==> config.mk <==
export PLATFORM = sky130hd
export DESIGN_NAME = regfile_wb_scheduler
export DESIGN_NICKNAME = d
export VERILOG_FILES = /design/src/rtl/regfile_wb_scheduler.sv
export SDC_FILE = /design/constraint.sdc
export NUM_CORES = 1
export LEC_CHECK = 0
export BUFFER_PORTS_ARGS = -buffer_cell sky130_fd_sc_hd__buf_2
export CELL_PAD_IN_SITES_DETAIL_PLACEMENT = 1
export CELL_PAD_IN_SITES_GLOBAL_PLACEMENT = 1
export CORE_MARGIN = 2
export CORE_UTILIZATION = 37
export CTS_CLUSTER_SIZE = 8
export DETAILED_ROUTE_END_ITERATION = 8
export GPL_TIMING_DRIVEN = 0
export PLACE_DENSITY_LB_ADDON = 0.1
export SYNTH_ARGS = -nofsm -noshare
export SYNTH_HDL_FRONTEND = slang
export SYNTH_SLANG_ARGS = --single-unit
==> constraint.sdc <==
create_clock -name clk -period 2.9 [get_ports clk]
set_input_delay 0.29 -clock clk [delete_from_list [all_inputs] [get_ports clk]]
set_output_delay 0.29 -clock clk [all_outputs]
set_load 0.05 [all_outputs]
==> src/rtl/regfile_wb_scheduler.sv <==
// rtl/regfile_wb_scheduler.sv - writeback arbiter and long-latency scoreboard for the register bank
// Optional perf counters: define WB_SCHED_PERF_EN.
module regfile_wb_scheduler #(
   parameter int XLEN         = 32,
   parameter int STARVE_LIMIT = 4
) (
   input  logic            clk,
   input  logic            rst,
   input  logic            iss_valid,
   input  logic [4:0]      iss_rs1,
   input  logic [4:0]      iss_rs2,
   input  logic [4:0]      iss_rd,
   input  logic            iss_long,
   output logic            iss_stall,
   input  logic            alu_valid,
   input  logic [4:0]      alu_rd,
   input  logic [XLEN-1:0] alu_data,
   output logic            alu_ready,
   input  logic            lsu_valid,
   input  logic [4:0]      lsu_rd,
   input  logic [XLEN-1:0] lsu_data,
   output logic            lsu_ready,
   output logic            wr_en,
   output logic [4:0]      wr_rd,
   output logic [XLEN-1:0] wr_data,
   output logic [31:0]     busy_mask
`ifdef WB_SCHED_PERF_EN
   ,
   output logic [31:0]     perf_stall_cnt,
   output logic [31:0]     perf_conflict_cnt
`endif
);

   localparam logic [3:0] LIMIT = 4'(STARVE_LIMIT);

   logic [3:0]  starve_cnt;
   logic        wr_src;
   logic        force_lsu;
   logic        alu_xfer;
   logic        lsu_xfer;
   logic        iss_set;
   logic [31:0] busy_nxt;

   assign force_lsu = (starve_cnt == LIMIT);
   assign alu_ready = !(force_lsu && lsu_valid);
   assign lsu_ready = !alu_valid || force_lsu;
   assign alu_xfer  = alu_valid && alu_ready;
   assign lsu_xfer  = lsu_valid && lsu_ready;

   assign iss_stall = iss_valid &&
                      (busy_mask[iss_rs1] || busy_mask[iss_rs2] || busy_mask[iss_rd]);
   assign iss_set   = iss_valid && !iss_stall && iss_long && (iss_rd != 5'd0);

   always_ff @(posedge clk or posedge rst) begin
      if (rst) begin
         starve_cnt <= 4'd0;
      end else if (lsu_xfer || !lsu_valid) begin
         starve_cnt <= 4'd0;
      end else if (starve_cnt != LIMIT) begin
         starve_cnt <= starve_cnt + 4'd1;
      end
   end

   // Data and destination hold their last value when idle; only wr_en pulses.
   always_ff @(posedge clk or posedge rst) begin
      if (rst) begin
         wr_en   <= 1'b0;
         wr_rd   <= 5'd0;
         wr_data <= '0;
         wr_src  <= 1'b0;
      end else if (lsu_xfer) begin
         wr_en   <= (lsu_rd != 5'd0);
         wr_rd   <= lsu_rd;
         wr_data <= lsu_data;
         wr_src  <= 1'b1;
      end else if (alu_xfer) begin
         wr_en   <= (alu_rd != 5'd0);
         wr_rd   <= alu_rd;
         wr_data <= alu_data;
         wr_src  <= 1'b0;
      end else begin
         wr_en   <= 1'b0;
      end
   end

   // Clear is applied first so a same-edge set of the same register wins.
   always_comb begin
      busy_nxt = busy_mask;
      if (wr_en && wr_src) begin
         busy_nxt[wr_rd] = 1'b0;
      end
      if (iss_set) begin
         busy_nxt[iss_rd] = 1'b1;
      end
      busy_nxt[0] = 1'b0;
   end

   always_ff @(posedge clk or posedge rst) begin
      if (rst) begin
         busy_mask <= 32'd0;
      end else begin
         busy_mask <= busy_nxt;
      end
   end

`ifdef WB_SCHED_PERF_EN
   always_ff @(posedge clk or posedge rst) begin
      if (rst) begin
         perf_stall_cnt    <= 32'd0;
         perf_conflict_cnt <= 32'd0;
      end else begin
         if (iss_stall) begin
            perf_stall_cnt <= perf_stall_cnt + 32'd1;
         end
         if (alu_valid && lsu_valid) begin
            perf_conflict_cnt <= perf_conflict_cnt + 32'd1;
         end
      end
   end
`endif

endmodule

==> results of run 1 <==
## worst max-delay path by stage
stage	to	depth (start not counted)	from	slack [ps]
finish	iss_stall	6	busy_mask[24]	80
global route	iss_stall	6	busy_mask[24]	6
CTS	iss_stall	6	busy_mask[24]	90
detailed placement	iss_stall	9	iss_rs1[2]	110
global placement	busy_mask[5]	2	rst	-370
floorplan	iss_stall	5	busy_mask[28]	420
## power breakdown
| group | internal [W] | switching [W] |
|---|---|---|
| Sequential | 0.00125 | 0.000292 |
| Combinational | 0.000613 | 0.00131 |
| Clock | 0.000867 | 0.000452 |
## final cells by class
| type | count | area [um2] |
|---|---|---|
| fillers | 1455 | 6080 |
| multi-input cells | 365 | 2520 |
| well taps | 168 | 210 |
| inverters | 7 | 28.8 |
| plain buffers | 35 | 184 |
| clock inverters | 6 | 113 |
| flip-flops and latches | 74 | 1850 |
| clock buffers | 10 | 239 |
| repair buffers | 160 | 831 |
## synth_stat cells, types with 2 or more instances
cell and count:
sky130_fd_sc_hd__o21ai_0 35, sky130_fd_sc_hd__mux2_2 43, sky130_fd_sc_hd__mux2i_1 9, sky130_fd_sc_hd__mux4_2 9
sky130_fd_sc_hd__nor3b_1 7, sky130_fd_sc_hd__nand2_1 61, sky130_fd_sc_hd__a22oi_1 12, sky130_fd_sc_hd__or3_1 3
sky130_fd_sc_hd__nor2_1 68, sky130_fd_sc_hd__o22ai_1 29, sky130_fd_sc_hd__dfrtp_1 74, sky130_fd_sc_hd__nand3_1 6
sky130_fd_sc_hd__a21oi_1 3, sky130_fd_sc_hd__or4_1 2, sky130_fd_sc_hd__mux4_1 3, sky130_fd_sc_hd__and3b_1 3
sky130_fd_sc_hd__nand3b_1 3, sky130_fd_sc_hd__clkbuf_1 20, sky130_fd_sc_hd__o21ai_1 8, sky130_fd_sc_hd__a211oi_1 2
sky130_fd_sc_hd__inv_1 7, sky130_fd_sc_hd__and3_1 2, sky130_fd_sc_hd__and2_1 2, sky130_fd_sc_hd__ha_1 2
sky130_fd_sc_hd__a31oi_1 2, sky130_fd_sc_hd__buf_6 6, sky130_fd_sc_hd__nor2b_1 3, sky130_fd_sc_hd__o211ai_1 2
sky130_fd_sc_hd__nor3_1 2, sky130_fd_sc_hd__o21ai_2 23, sky130_fd_sc_hd__buf_1 5, sky130_fd_sc_hd__buf_2 3
sky130_fd_sc_hd__a2111oi_0 3
## worst register-to-register path, stage by stage (launching register included)
cell	delay, ps
sky130_fd_sc_hd__dfrtp_1	460
sky130_fd_sc_hd__mux4_1	570
sky130_fd_sc_hd__mux2_2	300
sky130_fd_sc_hd__a311oi_2	290
sky130_fd_sc_hd__nand4_2	140
sky130_fd_sc_hd__buf_4	190
sky130_fd_sc_hd__buf_6	160
sky130_fd_sc_hd__o21ai_2	150
## placed cells by master, fill, tap and decap left out, types with 12 or more instances in the layout
cell type / count
sky130_fd_sc_hd__a22oi_1: 12
sky130_fd_sc_hd__mux2_2: 43
sky130_fd_sc_hd__o21ai_0: 35
sky130_fd_sc_hd__o22ai_1: 29
sky130_fd_sc_hd__nand2_1: 61
sky130_fd_sc_hd__o21ai_2: 23
sky130_fd_sc_hd__nor2_1: 68
sky130_fd_sc_hd__buf_2: 160
sky130_fd_sc_hd__dfrtp_1: 74
sky130_fd_sc_hd__clkbuf_1: 20
## per-stage QoR
step	std cells	setup TNS (ps)	hold slack, ps	util (%)
floorplan	481	0	426	-
global placement	806	-27270	448	46.2
detailed placement	807	0	274	46.5
CTS	825	0	169	49.6
global route	825	0	190	49.6
finish	825	0	179	49.6
## routing by layer
metal | GRT usage, % | up-vias | part of all wire [%]
met1 | 28.5 | 2241 | 40
li1 | - | 2097 | -
met5 | 0 | - | 0
met3 | 5.38 | 17 | 5.9
met2 | 44.9 | 139 | 52
met4 | 6.67 | 0 | 1.4
## sequential cells by signal (all words and copies together) (netlist names)
name,flops
busy_mask,31
starve_cnt,4
wr_en,1
wr_data,32
wr_src,1
wr_rd,5
## logic make-up after synthesis
logic type      synth area share, %
flops                          40.4
other cells                  0.0819
buf+inv                        4.59
mux                            18.7
xor+xnor                      0.383
fa+ha+maj                     0.547
compound gates                 18.0
simple gates                   17.3
## timing repair
item / CTS / global route
endpoints found under the hold margin: 20 / 0
buffers inserted: 1 / 0
hold buffers: 1 / 0
setup endpoints to repair: 1 / 0
==> flow_metrics.py, run 1 <==
metrics = {
    "clocking": {
        "numCtsBuffers": 9,
        "cts_root_buffer": "sky130_fd_sc_hd__clkbuf_16",
        "worstSkewPairLatency_ps": 340,
        "worst_setup_hold_path_clk_slew_ps": 60,
        "cts_num_sinks": 74,
        "clock_path_buffers": 2,
        "cts_tree": "yes",
        "post_cts_resize_count": 0,
        "h_tree_levels": 3,
    },
    "sta": {
        "rsz0062_at_grt": "no",
        "clock.fmax_ghz": 0.354,
        "finalCritPeriodShare_pct": 97.3,
        "finalSetupViolations": 0,
        "finClkSkew_ps": 5.46,
        "maxSlewViolCount": 0,
        "fin_ws_ps": 77.8,
        "worstMarginPinSlew_ps": 1420,
        "final_hold_viol_count": 0,
        "timing.max_slew.rel_slack_pct": 5.21,
        "post_layout_minimum_cycle_time_ps": 2820,
    },
    "synthesis": {
        "ys_seq_area_share_pct": 40.4,
        "synth_area_per_cell_um2": 9.52,
        "synth_top_area_share_pct": 40.4,
        "ys_ff_latch": 74,
        "synthesis.nets": 578,
        "synth-edff-count": 0,
        "synth_flop_cell": "sky130_fd_sc_hd__dfrtp_1",
        "ys_async_rst_share_pct": 100,
        "ys_types": 52,
        "synth.area.top_cells": "sky130_fd_sc_hd__dfrtp_1 (40%), sky130_fd_sc_hd__mux2_2 (11%), sky130_fd_sc_hd__nor2_1 (5.6%)",
        "synthDominantAreaCellType": "sky130_fd_sc_hd__dfrtp_1",
        "synth_area_um2": 4580,
        "synth.yosys.warnings": 0,
        "syn-instance-count": 481,
    },
    "global_routing": {
        "grt_pass1_wl_um": 25300,
        "grt_start_max_net_pins": 55,
        "grt_antenna_before_repair": 0,
        "gr-usage-all-layers_pct": 24.4,
        "grt_remaining_overflow": 0,
        "vias_in_the_first_global_route": 4964,
    },
    "routing": {
        "detail_route.iter0.violations": 234,
        "drtPass1Iterations": 4,
        "post_drt_via_cell_ratio": 5.45,
        "wirelength_um": 15700,
        "detail_route.drc_violations": 0,
        "num_vias": 4494,
        "drt_wl_cell_um": 19.0,
        "antenna_violating_nets_post_route": 0,
    },
    "worst_setup_path": {
        "endpoint_kind": "primary output",
        "crit_path_start_kind": "flop",
        "critical_path.max_fanout": 5,
        "cp_num_buf_inv": 1,
        "timing.critical_path.cells": "mux4_1, mux2_2, a311oi_2, nand4_2, and2_2, buf_2",
        "critical_path.max_stage_delay_ps": 570,
        "timing.critical_path.required_ps": 2610,
        "ff2ff_setup_slack_ps": 550,
        "worstRegToRegCells": 7,
        "cp_slowest_cell": "sky130_fd_sc_hd__mux4_1",
        "worst_r2r_endpoint": "busy_mask[1]",
        "timing_worst_setup_path_type": "flop to primary output",
        "critical-path-top-delay-family": "multiplexers",
        "worstReg2RegStart": "busy_mask[24]",
        "critical_path_arrival_ps": 2530,
    },
    "run": {
        "cap_violations": 0,
    },
    "die": {
        "core_area_um2": 12100,
        "placementRows": 40,
        "initial_core_util_pct": 38.0,
        "die_width_um": 115,
        "design.die.area_um2": 13300,
        "dieHeight_um": 115,
        "io_pins": 168,
    },
    "place": {
        "gp_congestion": 0.884,
        "area_post_placement_um2": 5610,
        "hpwl_um": 12100,
        "dpl_ws_ps": 106,
        "port_buffers": 157,
    },
    "layout": {
        "post_route_cells_drive_above_1_share_pct": 40.8,
        "design.final.nets": 749,
        "design_area_um2": 5980,
        "area.growth.synth_to_final_pct": 30.6,
        "antennaDiodeCount": 0,
    },
    "run_status": {
        "run_status": "finished clean",
    },
    "min_path": {
        "instance_count_along_the_most_critical_hold_path": 3,
        "worst_hold_path_endpoint": "wr_data[7]",
        "holdCritStartpoint": "alu_data[7]",
        "hold_path_class": "primary input to flop",
    },
    "pwr": {
        "p_leak_nw": 2.56,
        "vdd.ir_drop.worst_mv": 0.317,
        "p_total_w": 0.00478,
        "pwr_density_cell_nw_per_um2": 800,
    },
}
(Power assumes the default switching activity.)
==> inputs of run 2 (changes only) <==
--- a/config.mk
+++ b/config.mk
@@ -5,11 +5,12 @@
 export SDC_FILE = /design/constraint.sdc
 export NUM_CORES = 1
 export LEC_CHECK = 0
+export ABC_AREA = 1
 export BUFFER_PORTS_ARGS = -buffer_cell sky130_fd_sc_hd__buf_2
 export CELL_PAD_IN_SITES_DETAIL_PLACEMENT = 1
 export CELL_PAD_IN_SITES_GLOBAL_PLACEMENT = 1
 export CORE_MARGIN = 2
-export CORE_UTILIZATION = 37
+export CORE_UTILIZATION = 34
 export CTS_CLUSTER_SIZE = 8
 export DETAILED_ROUTE_END_ITERATION = 8
 export GPL_TIMING_DRIVEN = 0
==> flow_metrics.py, run 2 <==
metrics = {
    "pwr": {
        "clock_power_share_pct": 28.5,
        "netSwitchingFraction_pct": 45.1,
        "comb_power_share_pct": 38.9,
        "vdd.ir_drop.worst_mv": 0.299,
        "seq_power_share_pct": 32.6,
        "p_leak_nw": 3.05,
        "pwr_density_cell_nw_per_um2": 734,
        "p_switching_w": 0.00198,
        "internal_power_of_the_cells_w": 0.00241,
        "p_total_w": 0.00439,
    },
    "clocking": {
        "clock_path_buffers": 2,
        "cts_root_buffer": "sky130_fd_sc_hd__clkbuf_16",
        "h_tree_levels": 3,
        "cts_num_sinks": 74,
        "cts_tree": "yes",
        "worstSkewPairLatency_ps": 340,
        "numCtsBuffers": 9,
        "worst_setup_hold_path_clk_slew_ps": 60,
    },
    "worst_setup_path": {
        "critical_path.max_fanout": 5,
        "worstRegToRegCells": 8,
        "timing.critical_path.cells": "inv_1, o22ai_1, o21bai_1, nand2_1, inv_1, nand2_1, nor2_4, a21boi_0, buf_2",
        "worst_r2r_endpoint": "wr_data[1]",
        "crit_path_start_kind": "flop",
        "timing.critical_path.required_ps": 2610,
        "critical_path_arrival_ps": 2090,
        "timing_worst_setup_path_type": "flop to primary output",
        "worstReg2RegStart": "starve_cnt[0]",
        "endpoint_kind": "primary output",
        "cp_num_buf_inv": 3,
        "ff2ff_setup_slack_ps": 980,
        "critical-path-top-delay-family": "compound AO/OA/AOI/OAI gates",
        "critical_path.max_stage_delay_ps": 400,
        "cp_slowest_cell": "sky130_fd_sc_hd__dfrtp_1",
    },
    "routing": {
        "drtPass1Iterations": 4,
        "maxUsedRoutingLayer": "met4",
        "post_drt_via_cell_ratio": 5.16,
        "num_vias": 5287,
        "wl_met1_um": 7540,
        "met3RoutedLength_um": 1330,
        "antenna_violating_nets_post_route": 0,
        "detail_route.drc_violations": 0,
        "detail_route.iter0.violations": 274,
        "met2WireLength_um": 9130,
        "wirelength_um": 18400,
        "drt_wl_cell_um": 18.0,
    },
    "layout": {
        "biggestRegsByFlops": "wr_data x32, busy_mask x31, wr_rd x5",
        "design.final.nets": 940,
        "largest_register_ffs": 32,
        "post_route_cells_drive_above_1_share_pct": 25.6,
        "largest_register": "wr_data",
        "final_cell_mix": "sky130_fd_sc_hd__nand2_1 (221), sky130_fd_sc_hd__buf_2 (166), sky130_fd_sc_hd__nand3_1 (111)",
        "mostFrequentLayoutCell": "sky130_fd_sc_hd__nand2_1",
        "area.growth.synth_to_final_pct": 30.5,
        "antennaDiodeCount": 0,
    },
    "synthesis": {
        "ys_seq_area_share_pct": 40.4,
        "synth_flop_cell": "sky130_fd_sc_hd__dfrtp_1",
        "ys_types": 34,
        "synth.yosys.warnings": 0,
        "synth_area_per_cell_um2": 6.86,
        "ys_top_cells_by_count": "sky130_fd_sc_hd__nand2_1 (221), sky130_fd_sc_hd__nand3_1 (111), sky130_fd_sc_hd__dfrtp_1 (74), sky130_fd_sc_hd__inv_1 (66), sky130_fd_sc_hd__nor2_1 (46)",
        "ys_ff_latch": 74,
        "synthesis.nets": 765,
        "synth-edff-count": 0,
        "synth_area_um2": 4580,
        "synth.area.top_cells": "sky130_fd_sc_hd__dfrtp_1 (40%), sky130_fd_sc_hd__nand2_1 (18%), sky130_fd_sc_hd__nand3_1 (12%)",
        "synthDominantAreaCellType": "sky130_fd_sc_hd__dfrtp_1",
        "syn-instance-count": 668,
        "synth.most_common_cell": "sky130_fd_sc_hd__nand2_1",
        "synth_top_area_share_pct": 40.4,
        "ys_async_rst_share_pct": 100,
    },
    "sta": {
        "finalSetupViolations": 0,
        "rsz0062_at_grt": "no",
        "post_layout_minimum_cycle_time_ps": 2380,
        "worstMarginPinSlew_ps": 508,
        "maxSlewViolCount": 0,
        "finalCritPeriodShare_pct": 82.0,
        "timing.max_slew.rel_slack_pct": 66.1,
        "finClkSkew_ps": 4.57,
        "hold_slack_ps": 148,
        "final_hold_viol_count": 0,
        "clock.fmax_ghz": 0.421,
    },
    "run": {
        "cap_violations": 0,
    },
    "die": {
        "io_pins": 168,
        "placementRows": 42,
        "design.die.area_um2": 14400,
        "dieHeight_um": 120,
        "core_area_um2": 13200,
        "die_width_um": 120,
        "initial_core_util_pct": 34.7,
    },
    "global_routing": {
        "grt_antenna_before_repair": 0,
        "vias_in_the_first_global_route": 5640,
        "grt_pass1_wl_um": 29300,
        "grt_remaining_overflow": 0,
        "grt_start_max_net_pins": 69,
        "gr-usage-all-layers_pct": 26.2,
    },
    "min_path": {
        "instance_count_along_the_most_critical_hold_path": 3,
        "worst_hold_path_endpoint": "wr_data[27]",
        "holdCritStartpoint": "lsu_data[27]",
        "hold_path_class": "primary input to flop",
    },
    "run_status": {
        "run_status": "finished clean",
    },
    "place": {
        "hpwl_um": 14200,
        "gp_congestion": 0.926,
        "port_buffers": 162,
    },
}
[run 2: cell count changes after synthesis, sizes merged, moves of 26 or more]
| cell | previous run | this run |
|---|---|---|
| inv | 7 | 72 |
| mux2 | 43 | 0 |
| nand2 | 61 | 225 |
| nand3 | 6 | 111 |
| nand4 | 2 | 32 |
| o21ai | 66 | 32 |
| o22ai | 29 | 3 |
[run 2: cell families after synthesis]
logic type,after synthesis,share of synthesized area (%)
AOI/OAI and AO/OA,56,7.16
DFF,74,40.4
and+or+nand+nor,427,40.7
other,1,0.0818
adders and majority gates,2,0.546
buffers and inverters,106,10.7
xor gates and xnor gates,2,0.382
[run 2: power by group through the flow]
stage | clock, W | combinational, W | sequential [W]
finish | 0.00125 | 0.00171 | 0.00143
global route | 0.00131 | 0.00185 | 0.00145
CTS | 0.00127 | 0.00172 | 0.00143
detailed placement | 0 | 0.00171 | 0.00145
global placement | 0 | 0.00168 | 0.00144
floorplan | 0 | 0.000571 | 0.00201
[run 2: area by class of cell]
| class | instances | area [um2] |
|---|---|---|
| repair buffers | 164 | 848 |
| well taps | 176 | 220 |
| fillers | 1792 | 7210 |
| multi-input cells | 488 | 2240 |
| flip-flops and latches | 74 | 1850 |
| plain buffers | 31 | 208 |
| clock buffers | 10 | 239 |
| clock inverters | 6 | 88.8 |
| inverters | 75 | 285 |
[run 2: stage by stage]
step | setup TNS, ps | std cells | worst slack, ps | area, um2 | utilization [%]
after global placement | -25000 | 1006 | -345 | 5610 | 42.6
after detailed placement | 0 | 1007 | 597 | 5640 | 42.8
after global routing | 0 | 1024 | 333 | 5980 | 45.3
after floorplan | 0 | 668 | 203 | 4580 | -
after CTS | 0 | 1024 | 491 | 5980 | 45.3
final | 0 | 1024 | 522 | 5980 | 45.3
[run 2: layer usage]
layer  up-vias  track usage [%]
met4         0             8.24
met1      2552             31.4
li1       2528                -
met5         -                0
met2       183             45.6
met3        24             6.99
[run 2: worst max-delay path by stage]
stage | from | endpoint | slack (ps) | cells after the start
floorplan | busy_mask[9] | iss_stall | 200 | 10
global route | busy_mask[11] | iss_stall | 330 | 11
CTS | busy_mask[9] | iss_stall | 490 | 11
global placement | rst | busy_mask[8] | -340 | 2
finish | busy_mask[26] | iss_stall | 520 | 9
detailed placement | iss_rd[0] | iss_stall | 600 | 11
[run 2: repair_timing]
item,in CTS,in global routing
endpoints found under the hold margin,6,0
buffers inserted,0,0
hold buffers,1,0
gates resized for setup,0,0
[run 2: worst reg2reg max path, delay by kind of cell (launching register included)]
kind                     cells  cell delay, ps
buffers and inverters        3             700
AND/OR/NAND/NOR              4             520
flip-flops                   1             410
adder cells (fa/ha/maj)      1             180
